===== src/rtl/unsigned_divider_ctrl.sv =====
// Sequential controller for a 32-bit unsigned restoring divider: one quotient
// bit per clock, plus operand capture, start/done handshake and a divide-by-zero shortcut.
module unsigned_divider_ctrl #(
    parameter int WIDTH = 32
) (
    input  logic             clk,
    input  logic             rst_n,
    input  logic             start,
    input  logic [WIDTH-1:0] N,
    input  logic [WIDTH-1:0] D,
    output logic             ready,
    output logic             done,
    output logic [WIDTH-1:0] Q,
    output logic [WIDTH-1:0] R,
    output logic             div_by_zero
);

    localparam logic [1:0] ST_IDLE = 2'd0;
    localparam logic [1:0] ST_RUN  = 2'd1;
    localparam logic [1:0] ST_DONE = 2'd2;

    logic [1:0]       state_q, state_d;
    logic [4:0]       i_q, i_d;
    logic [WIDTH-1:0] n_q, n_d;
    logic [WIDTH-1:0] d_q, d_d;
    logic [WIDTH-1:0] rw_q, rw_d;
    logic [WIDTH-1:0] qw_q, qw_d;
    logic [WIDTH-1:0] q_q, q_d;
    logic [WIDTH-1:0] r_q, r_d;
    logic             done_q, done_d;
    logic             dbz_q, dbz_d;
    logic             ready_q, ready_d;

    logic [4:0]       bit_idx_s;
    logic [WIDTH:0]   shift_s;
    logic [WIDTH:0]   diff_s;
    logic             fits_s;

    // Shift-in and trial subtract are kept 33 bits wide so a remainder bit
    // shifted out of Rw[31] still takes part in the compare.
    assign bit_idx_s = 5'd31 - i_q;
    assign shift_s   = {rw_q, n_q[bit_idx_s]};
    assign diff_s    = shift_s - {1'b0, d_q};
    assign fits_s    = (shift_s >= {1'b0, d_q});

    // Next-state, datapath and output-register logic.
    always_comb begin
        state_d = state_q;
        i_d     = i_q;
        n_d     = n_q;
        d_d     = d_q;
        rw_d    = rw_q;
        qw_d    = qw_q;
        q_d     = q_q;
        r_d     = r_q;
        done_d  = 1'b0;
        dbz_d   = dbz_q;
        case (state_q)
            ST_IDLE, ST_DONE: begin
                if (start) begin
                    n_d   = N;
                    d_d   = D;
                    rw_d  = 32'd0;
                    qw_d  = 32'd0;
                    i_d   = 5'd0;
                    dbz_d = 1'b0;
                    if (D == 32'd0) begin
                        state_d = ST_DONE;
                        q_d     = 32'hFFFF_FFFF;
                        r_d     = N;
                        dbz_d   = 1'b1;
                        done_d  = 1'b1;
                    end else begin
                        state_d = ST_RUN;
                    end
                end else begin
                    state_d = ST_IDLE;
                end
            end
            ST_RUN: begin
                if (fits_s) begin
                    rw_d            = diff_s[WIDTH-1:0];
                    qw_d[bit_idx_s] = 1'b1;
                end else begin
                    rw_d            = shift_s[WIDTH-1:0];
                    qw_d[bit_idx_s] = 1'b0;
                end
                if (i_q == 5'd31) begin
                    i_d     = 5'd0;
                    state_d = ST_DONE;
                    q_d     = qw_d;
                    r_d     = rw_d;
                    done_d  = 1'b1;
                end else begin
                    i_d = i_q + 5'd1;
                end
            end
            default: begin
                state_d = ST_IDLE;
            end
        endcase
        ready_d = (state_d != ST_RUN);
    end

    // State and output registers; reset aborts any division in flight.
    always_ff @(posedge clk or negedge rst_n) begin
        if (!rst_n) begin
            state_q <= ST_IDLE;
            i_q     <= 5'd0;
            n_q     <= 32'd0;
            d_q     <= 32'd0;
            rw_q    <= 32'd0;
            qw_q    <= 32'd0;
            q_q     <= 32'd0;
            r_q     <= 32'd0;
            done_q  <= 1'b0;
            dbz_q   <= 1'b0;
            ready_q <= 1'b1;
        end else begin
            state_q <= state_d;
            i_q     <= i_d;
            n_q     <= n_d;
            d_q     <= d_d;
            rw_q    <= rw_d;
            qw_q    <= qw_d;
            q_q     <= q_d;
            r_q     <= r_d;
            done_q  <= done_d;
            dbz_q   <= dbz_d;
            ready_q <= ready_d;
        end
    end

    assign ready       = ready_q;
    assign done        = done_q;
    assign Q           = q_q;
    assign R           = r_q;
    assign div_by_zero = dbz_q;

endmodule

===== config.mk =====
export PLATFORM = sky130hd
export DESIGN_NAME = unsigned_divider_ctrl
export DESIGN_NICKNAME = d
export VERILOG_FILES = /design/src/rtl/unsigned_divider_ctrl.sv
export SDC_FILE = /design/constraint.sdc
export NUM_CORES = 1
export LEC_CHECK = 0
export BUFFER_PORTS_ARGS = -buffer_cell sky130_fd_sc_hd__buf_2
export CAP_MARGIN = 20
export CORE_MARGIN = 3
export CORE_UTILIZATION = 53
export CTS_BUF_LIST = sky130_fd_sc_hd__clkbuf_16
export DETAILED_ROUTE_END_ITERATION = 10
export HOLD_SLACK_MARGIN = 0.12
export PLACE_DENSITY = 0.77
export SYNTH_ARGS = -nofsm -noshare
export SYNTH_HDL_FRONTEND = slang
export SYNTH_SLANG_ARGS = --single-unit

===== constraint.sdc =====
create_clock -name clk -period 4.4 [get_ports clk]
set_clock_uncertainty 0.05 [all_clocks]
set_input_delay 0.44 -clock clk [delete_from_list [all_inputs] [get_ports clk]]
set_output_delay 0.44 -clock clk [all_outputs]
set_load 0.02 [all_outputs]

==> results of run 1 <==
==> cell usage in the layout, fill, tap and decap left out, drive strengths merged, types with 3 or more instances in the layout <==
| cell type | netlist | layout |
|---|---|---|
| xnor2 | 16 | 16 |
| o211ai | 9 | 9 |
| and2 | 4 | 4 |
| a21oi | 96 | 96 |
| o31ai | 3 | 3 |
| dlygate4sd3 | 0 | 37 |
| o21bai | 5 | 5 |
| clkinv | 0 | 12 |
| a31oi | 13 | 13 |
| o21a | 6 | 6 |
| and3 | 6 | 6 |
| clkbuf | 65 | 24 |
| a22o | 33 | 33 |
| buf | 14 | 167 |
| xor2 | 4 | 4 |
| nor2b | 8 | 8 |
| o22ai | 27 | 27 |
| nor2 | 76 | 76 |
| a211oi | 8 | 8 |
| a2111oi | 3 | 3 |
| mux2i | 22 | 22 |
| a211o | 4 | 4 |
| nor3 | 31 | 31 |
| nand4 | 8 | 8 |
| nand2 | 200 | 200 |
| nand2b | 11 | 11 |
| nor4 | 11 | 11 |
| ha | 38 | 38 |
| a21o | 17 | 17 |
| o21ai | 147 | 147 |
| nand3 | 49 | 49 |
| dfrtp | 201 | 201 |
| mux4 | 10 | 10 |
| inv | 49 | 50 |
| or3 | 8 | 8 |
==> cells by family after synthesis <==
group,share of synthesized area (%)
AO/OA/AOI/OAI,21.8
XOR/XNOR,1.61
adder cells (fa/ha/maj),4.55
AND/OR/NAND/NOR,16.7
flip-flops,46.4
multiplexers,4.29
buffers and inverters,4.63
==> flip-flops by register name, summed over array words and instances, names as in the netlist <==
register,count
i_q,5
Q,32
R,32
ready,1
div_by_zero,1
d_q,32
rw_q,32
state_q,2
qw_q,32
n_q,32
done,1
==> metrics by stage <==
stage	instance area [sq um]	cells	utilization (%)	power (mW)	TNS [ps]
3_5_place_dp	11900	1581	59.8	10.3	-282
3_3_place_gp	11900	1581	59.8	10.1	-21.0
5_1_grt	13000	1659	65.6	13.3	-28.7
4_1_cts	12900	1657	65.2	12.2	0
2_1_floorplan	10900	1230	-	8.22	0
6_report	13000	1659	65.6	12.4	0
==> worst max-delay path, cell delays in order (launching register included) <==
cell	delay, ps
dfrtp_1	390
buf_6	160
mux4_2	520
mux4_2	510
mux2i_4	190
buf_4	140
ha_1	140
nor2b_1	60
o21bai_1	270
a21boi_2	130
o211ai_1	340
a31o_2	310
buf_6	270
a21oi_2	80
buf_4	270
a22o_1	250
==> layer usage <==
layer	track usage (%)	share of wire [%]	wire length, microns	vias to the layer above
met3	4.66	9.1	2880	78
met5	0	0	0	-
met2	43.8	45	14300	464
met1	42.0	42	13500	4774
li1	-	-	-	4679
met4	9.57	3.7	1190	0
==> timing repair <==
action,in CTS,in global routing
hold buffers,37,0
hold endpoints to repair,129,0
resized for setup,4,12
pin swaps,2,8
setup endpoints to repair,12,49
buffers inserted,1,2
==> power groups by stage <==
stage	Sequential (mW)	Clock (mW)	Combinational, mW
floorplan	3.35	0	4.86
global placement	3.24	0	6.86
detailed placement	3.26	0	7.00
CTS	3.24	1.79	7.16
global route	3.34	1.87	8.08
finish	3.26	1.76	7.35
==> final cells by class <==
| cell class | count | area (sq um) |
|---|---|---|
| timing repair buffer | 205 | 1340 |
| fill | 1581 | 6840 |
| clock inverter | 15 | 100 |
| inverter | 49 | 184 |
| multi-input combinational | 900 | 5420 |
| clock buffer | 23 | 576 |
| sequential | 202 | 5060 |
| tap | 265 | 332 |
==> path summary, 6_finish.rpt <==
kind                       depth (start not counted)  startpoint        to
min reg2reg                                        2     n_q[12]   n_q[12]
max reg2reg                                       15      i_q[0]  qw_q[23]
max in group asynchronous                          3       rst_n   qw_q[4]
min in group asynchronous                          2       rst_n   d_q[18]
max                                               15      i_q[0]  qw_q[23]
min                                                3        D[5]    d_q[5]
==> flow_metrics.env, run 1 <==
export IMPL_setup_slack_ps=177
export IMPL_io_buffers=133
export IMPL_syn_avg_cell_area_sq_um=8.86
export IMPL_worst_pin_slew_ps=1000
export IMPL_crit_type="flop to flop"
export IMPL_p_int_mw=6.60
export IMPL_routed_via_count=9995
export IMPL_p_seq_share_pct=26.3
export IMPL_fp_dieArea_sq_mm=0.0223
export IMPL_htree_levels=1
export IMPL_antenna_cells=0
export IMPL_cellLeakagePower_nw=5.86
export IMPL_antenna_left=0
export IMPL_grt_pass1_vias=9579
export IMPL_synth_distinct_cells=62
export IMPL_end_kind="flop"
export IMPL_r2r_slack_ps=180
export IMPL_netlist_area_sq_mm=0.0109
export IMPL_area_growth_pct=19.3
export IMPL_whs_ps=121
export IMPL_power_density_mw_per_mm2=951
export IMPL_yosysTopAreaCellShare_pct=46.1
export IMPL_fmax_mhz=237
export IMPL_combinationalPowerShare_pct=59.4
export IMPL_netlist_instances=1230
export IMPL_p_sw_mw=5.77
export IMPL_cp_start_kind="flop"
export IMPL_insertion_delay_ps=510
export IMPL_synth_edf_count=0
export IMPL_cts_buffers=23
export IMPL_required_ps=4730
export IMPL_status="finished clean"
export IMPL_p_sw_share_pct=46.7
export IMPL_dr_pass1_iters=5
export IMPL_cp_arrival_ps=4560
export IMPL_synthArstFlopShare_pct=100
export IMPL_cts_buffer_depth=3
export IMPL_wl_per_cell_microns=19.2
export IMPL_dieWidth_microns=149
export IMPL_antenna_found_initial=0
export IMPL_drt_iter0_markers=961
export IMPL_period_share_pct=96.0
export IMPL_core_region_area_sq_mm=0.0198
export IMPL_die_h_microns=149
export IMPL_synth_area_leaders="dfrtp_1 (46%), nand2_1 (6.9%), o21ai_0 (6.4%)"
export IMPL_cap_violations=0
export IMPL_fin_crit_ps=4220
export IMPL_initial_core_util_pct=54.9
export IMPL_cts_tree="built"
export IMPL_pwr_share_clk_pct=14.2
export IMPL_worst_hold_path_type="primary input to flop"
export IMPL_gp_congestion=0.917
export IMPL_synth_most_common_cell="dfrtp_1"
export IMPL_vias_per_cell=6.02
export IMPL_io_pins=134
export IMPL_routed_wl_microns=31800
export IMPL_path_clk_slew_ps=60
export IMPL_slew_violations=0
export IMPL_rows=51
export IMPL_grt_max_degree=109
export IMPL_globalRouteOverflowTotal=0
export IMPL_peakVddDrop_mv=0.748
export IMPL_yosys_area_top_type="dfrtp_1"
export IMPL_grt_usage_pct=28.6
export IMPL_synth_commonest_cells="dfrtp_1 (201), nand2_1 (199), o21ai_0 (140)"
export IMPL_finalHoldViolations=0
export IMPL_path_max_fanout=31
export IMPL_grt_pass1_wl_microns=51100
export IMPL_synth_nets=1336
export IMPL_drc=0
export IMPL_cts_num_sinks=202
export IMPL_dp_hpwl_microns=21800
export IMPL_slew_headroom_pct=32.9
export IMPL_yosysSeqAreaShare_pct=46.4
export IMPL_nNetsFinal=1487
export IMPL_synth_ff_type="dfrtp_1"
export IMPL_ys_warn_count=0
export IMPL_drive_above_1_share_pct=16.6
export IMPL_root_buffer="clkbuf_16"
export IMPL_yosys_register_bits=202
export IMPL_place_ws_ps=-105
export IMPL_setup_violations=0
(Power assumes the default switching activity.)
==> inputs of run 2 (changes only) <==
- BUFFER_PORTS_ARGS: -buffer_cell sky130_fd_sc_hd__buf_2 -> default
- CORE_UTILIZATION: 53 -> 58
- DONT_BUFFER_PORTS: default -> 1
- PLACE_DENSITY: 0.77 -> 0.76
==> flow_metrics.env, run 2 (synthesis results as in run 1) <==
export IMPL_status="complete, but fails checks"
export IMPL_violations="hold timing"
export IMPL_use_met3_pct=10.3
export IMPL_grt_max_degree=203
export IMPL_grt_usage_pct=31.3
export IMPL_place_ws_ps=-49.6
export IMPL_fp_dieArea_sq_mm=0.0205
export IMPL_dp_cells=1409
export IMPL_path_cells="buf_4 > mux4_2 > mux4_2 > mux2i_4 > ha_1 > inv_1 > fa_2 > a211oi_2 > o21ai_0 > o31ai_1 > buf_4 > inv_1 > a31oi_1 > xnor2_1 > mux2i_2 > o21ai_0"
export IMPL_root_buffer="clkbuf_16"
export IMPL_cts_num_sinks=202
export IMPL_htree_levels=1
export IMPL_gp_congestion=0.950
export IMPL_initial_core_util_pct=59.9
export IMPL_cp_arrival_ps=4520
export IMPL_drc=0
export IMPL_slew_violations=0
export IMPL_globalRouteOverflowTotal=0
export IMPL_nNetsFinal=1374
export IMPL_path_clk_slew_ps=60
export IMPL_io_pins=134
export IMPL_setup_slack_ps=193
export IMPL_max_stage_delay_ps=500
export IMPL_insertion_delay_ps=520
export IMPL_worst_hold_path_type="primary input to async pin"
export IMPL_crit_type="flop to flop"
export IMPL_required_ps=4710
export IMPL_r2r_end="rw_q[10]"
export IMPL_dp_hpwl_microns=21400
export IMPL_wl_per_cell_microns=21.2
export IMPL_cp_slowest_cell="mux4_2"
export IMPL_grt_pass1_wl_microns=50900
export IMPL_cts_buffers=22
export IMPL_routed_wl_microns=32100
export IMPL_cp_start_kind="flop"
export IMPL_io_buffers=0
export IMPL_r2r_cells=16
export IMPL_cap_violations=0
export IMPL_antenna_found_initial=1
export IMPL_final_cell_mix="dfrtp_1 (201), nand2_1 (198), o21ai_0 (140), a21oi_1 (95), nor2_1 (75)"
export IMPL_drive_above_1_share_pct=6.86
export IMPL_fmax_mhz=238
export IMPL_cellLeakagePower_nw=5.48
export IMPL_top_usage_layer="met2"
export IMPL_dr_pass1_iters=5
export IMPL_worst_pin_slew_ps=704
export IMPL_peakVddDrop_mv=0.874
export IMPL_end_kind="flop"
export IMPL_rsz0062_at_grt="true"
export IMPL_ctsHoldBuffers=64
export IMPL_slew_headroom_pct=53.1
export IMPL_final_cells=1513
export IMPL_cts_tree="built"
export IMPL_period_share_pct=95.6
export IMPL_vias_per_cell=6.41
export IMPL_grt_pass1_vias=9476
export IMPL_grt_use_met1_pct=43.5
export IMPL_r2r_slack_ps=190
export IMPL_drt_iter0_markers=890
export IMPL_rows=49
export IMPL_area_growth_pct=15.0
export IMPL_finalHoldViolations=201
export IMPL_core_region_area_sq_mm=0.0182
export IMPL_antenna_left=0
export IMPL_fin_crit_ps=4210
export IMPL_die_h_microns=143
export IMPL_cts_buffer_depth=3
export IMPL_cts_setup_buffers=0
export IMPL_met2_usage_pct=47.0
export IMPL_whs_ps=-428
export IMPL_r2r_start="i_q[0]"
export IMPL_routed_via_count=9704
export IMPL_path_max_fanout=6
export IMPL_power_density_mw_per_mm2=966
export IMPL_dieWidth_microns=143
export IMPL_final_core_util_pct=68.8
export IMPL_setup_violations=0
export IMPL_final_common_cell="dfrtp_1"
export IMPL_finalPower_mw=12.1
run 2: changes by cell type in the layout (fill, tap and decap cells not counted), moves of 2 or more:
cell,delta
diode_2,+2
inv_1,+5
clkinv_2,-2
dlygate4sd3_1,+27
o21ai_1,-2
buf_6,-2
bufinv_16,+3
o21ai_0,+2
buf_2,-132
buf_4,-3
clkinv_1,-4
run 2: worst max-delay path by stage:
stage / start / end / slack (ps) / cells past startpoint
after detailed placement: i_q[0] / rw_q[30] / -50 / 16
after global routing: i_q[0] / rw_q[30] / -4 / 16
final: i_q[0] / rw_q[10] / 190 / 16
after global placement: i_q[0] / rw_q[10] / 110 / 16
after floorplan: i_q[0] / R[30] / 130 / 15
after CTS: i_q[0] / rw_q[30] / 30 / 16
run 2: timing repair:
item | CTS | global route
pin swaps | 1 | 2
hold endpoints to repair | 285 | 202
endpoints found under the setup margin | 5 | 13
resized for setup | 3 | 4
run 2: metal layers:
metal / up-vias / part of all wire (%)
li1: 4465 / -
met1: 4695 / 41
met2: 482 / 44
met3: 62 / 12
met4: 0 / 2.8
met5: - / 0
run 2: where the power goes:
part           internal, mW  switching (mW)  total (mW)
logic                  2.61            3.95        6.56
clock network          1.17           0.758        1.93
registers              2.71           0.906        3.62
run 2: final cells by class:
type                       count  area, sq um
multi-input combinational    900         5390
inverter                      49          184
antenna                        2         5.00
timing repair buffer          93          875
sequential                   202         5060
clock inverter                15          165
clock buffer                  23          576
tap                          229          287
fill                        1438         5680
run 2: stage by stage:
step	setup TNS, ps	instance area (sq um)	hold WS [ps]
floorplan	0	10900	94.4
global placement	0	11100	102
detailed placement	-128	11100	101
CTS	0	12500	-439
global route	-3.61	12500	-446
finish	0	12500	-428
run 2: critical path: cells and delay by family (launching register included):
| family | cells | cell delay [ps] |
|---|---|---|
| AOI/OAI and AO/OA | 5 | 1020 |
| xor gates and xnor gates | 1 | 110 |
| muxes | 4 | 1490 |
| DFF | 1 | 390 |
| adders and majority gates | 2 | 560 |
| buffers and inverters | 4 | 450 |
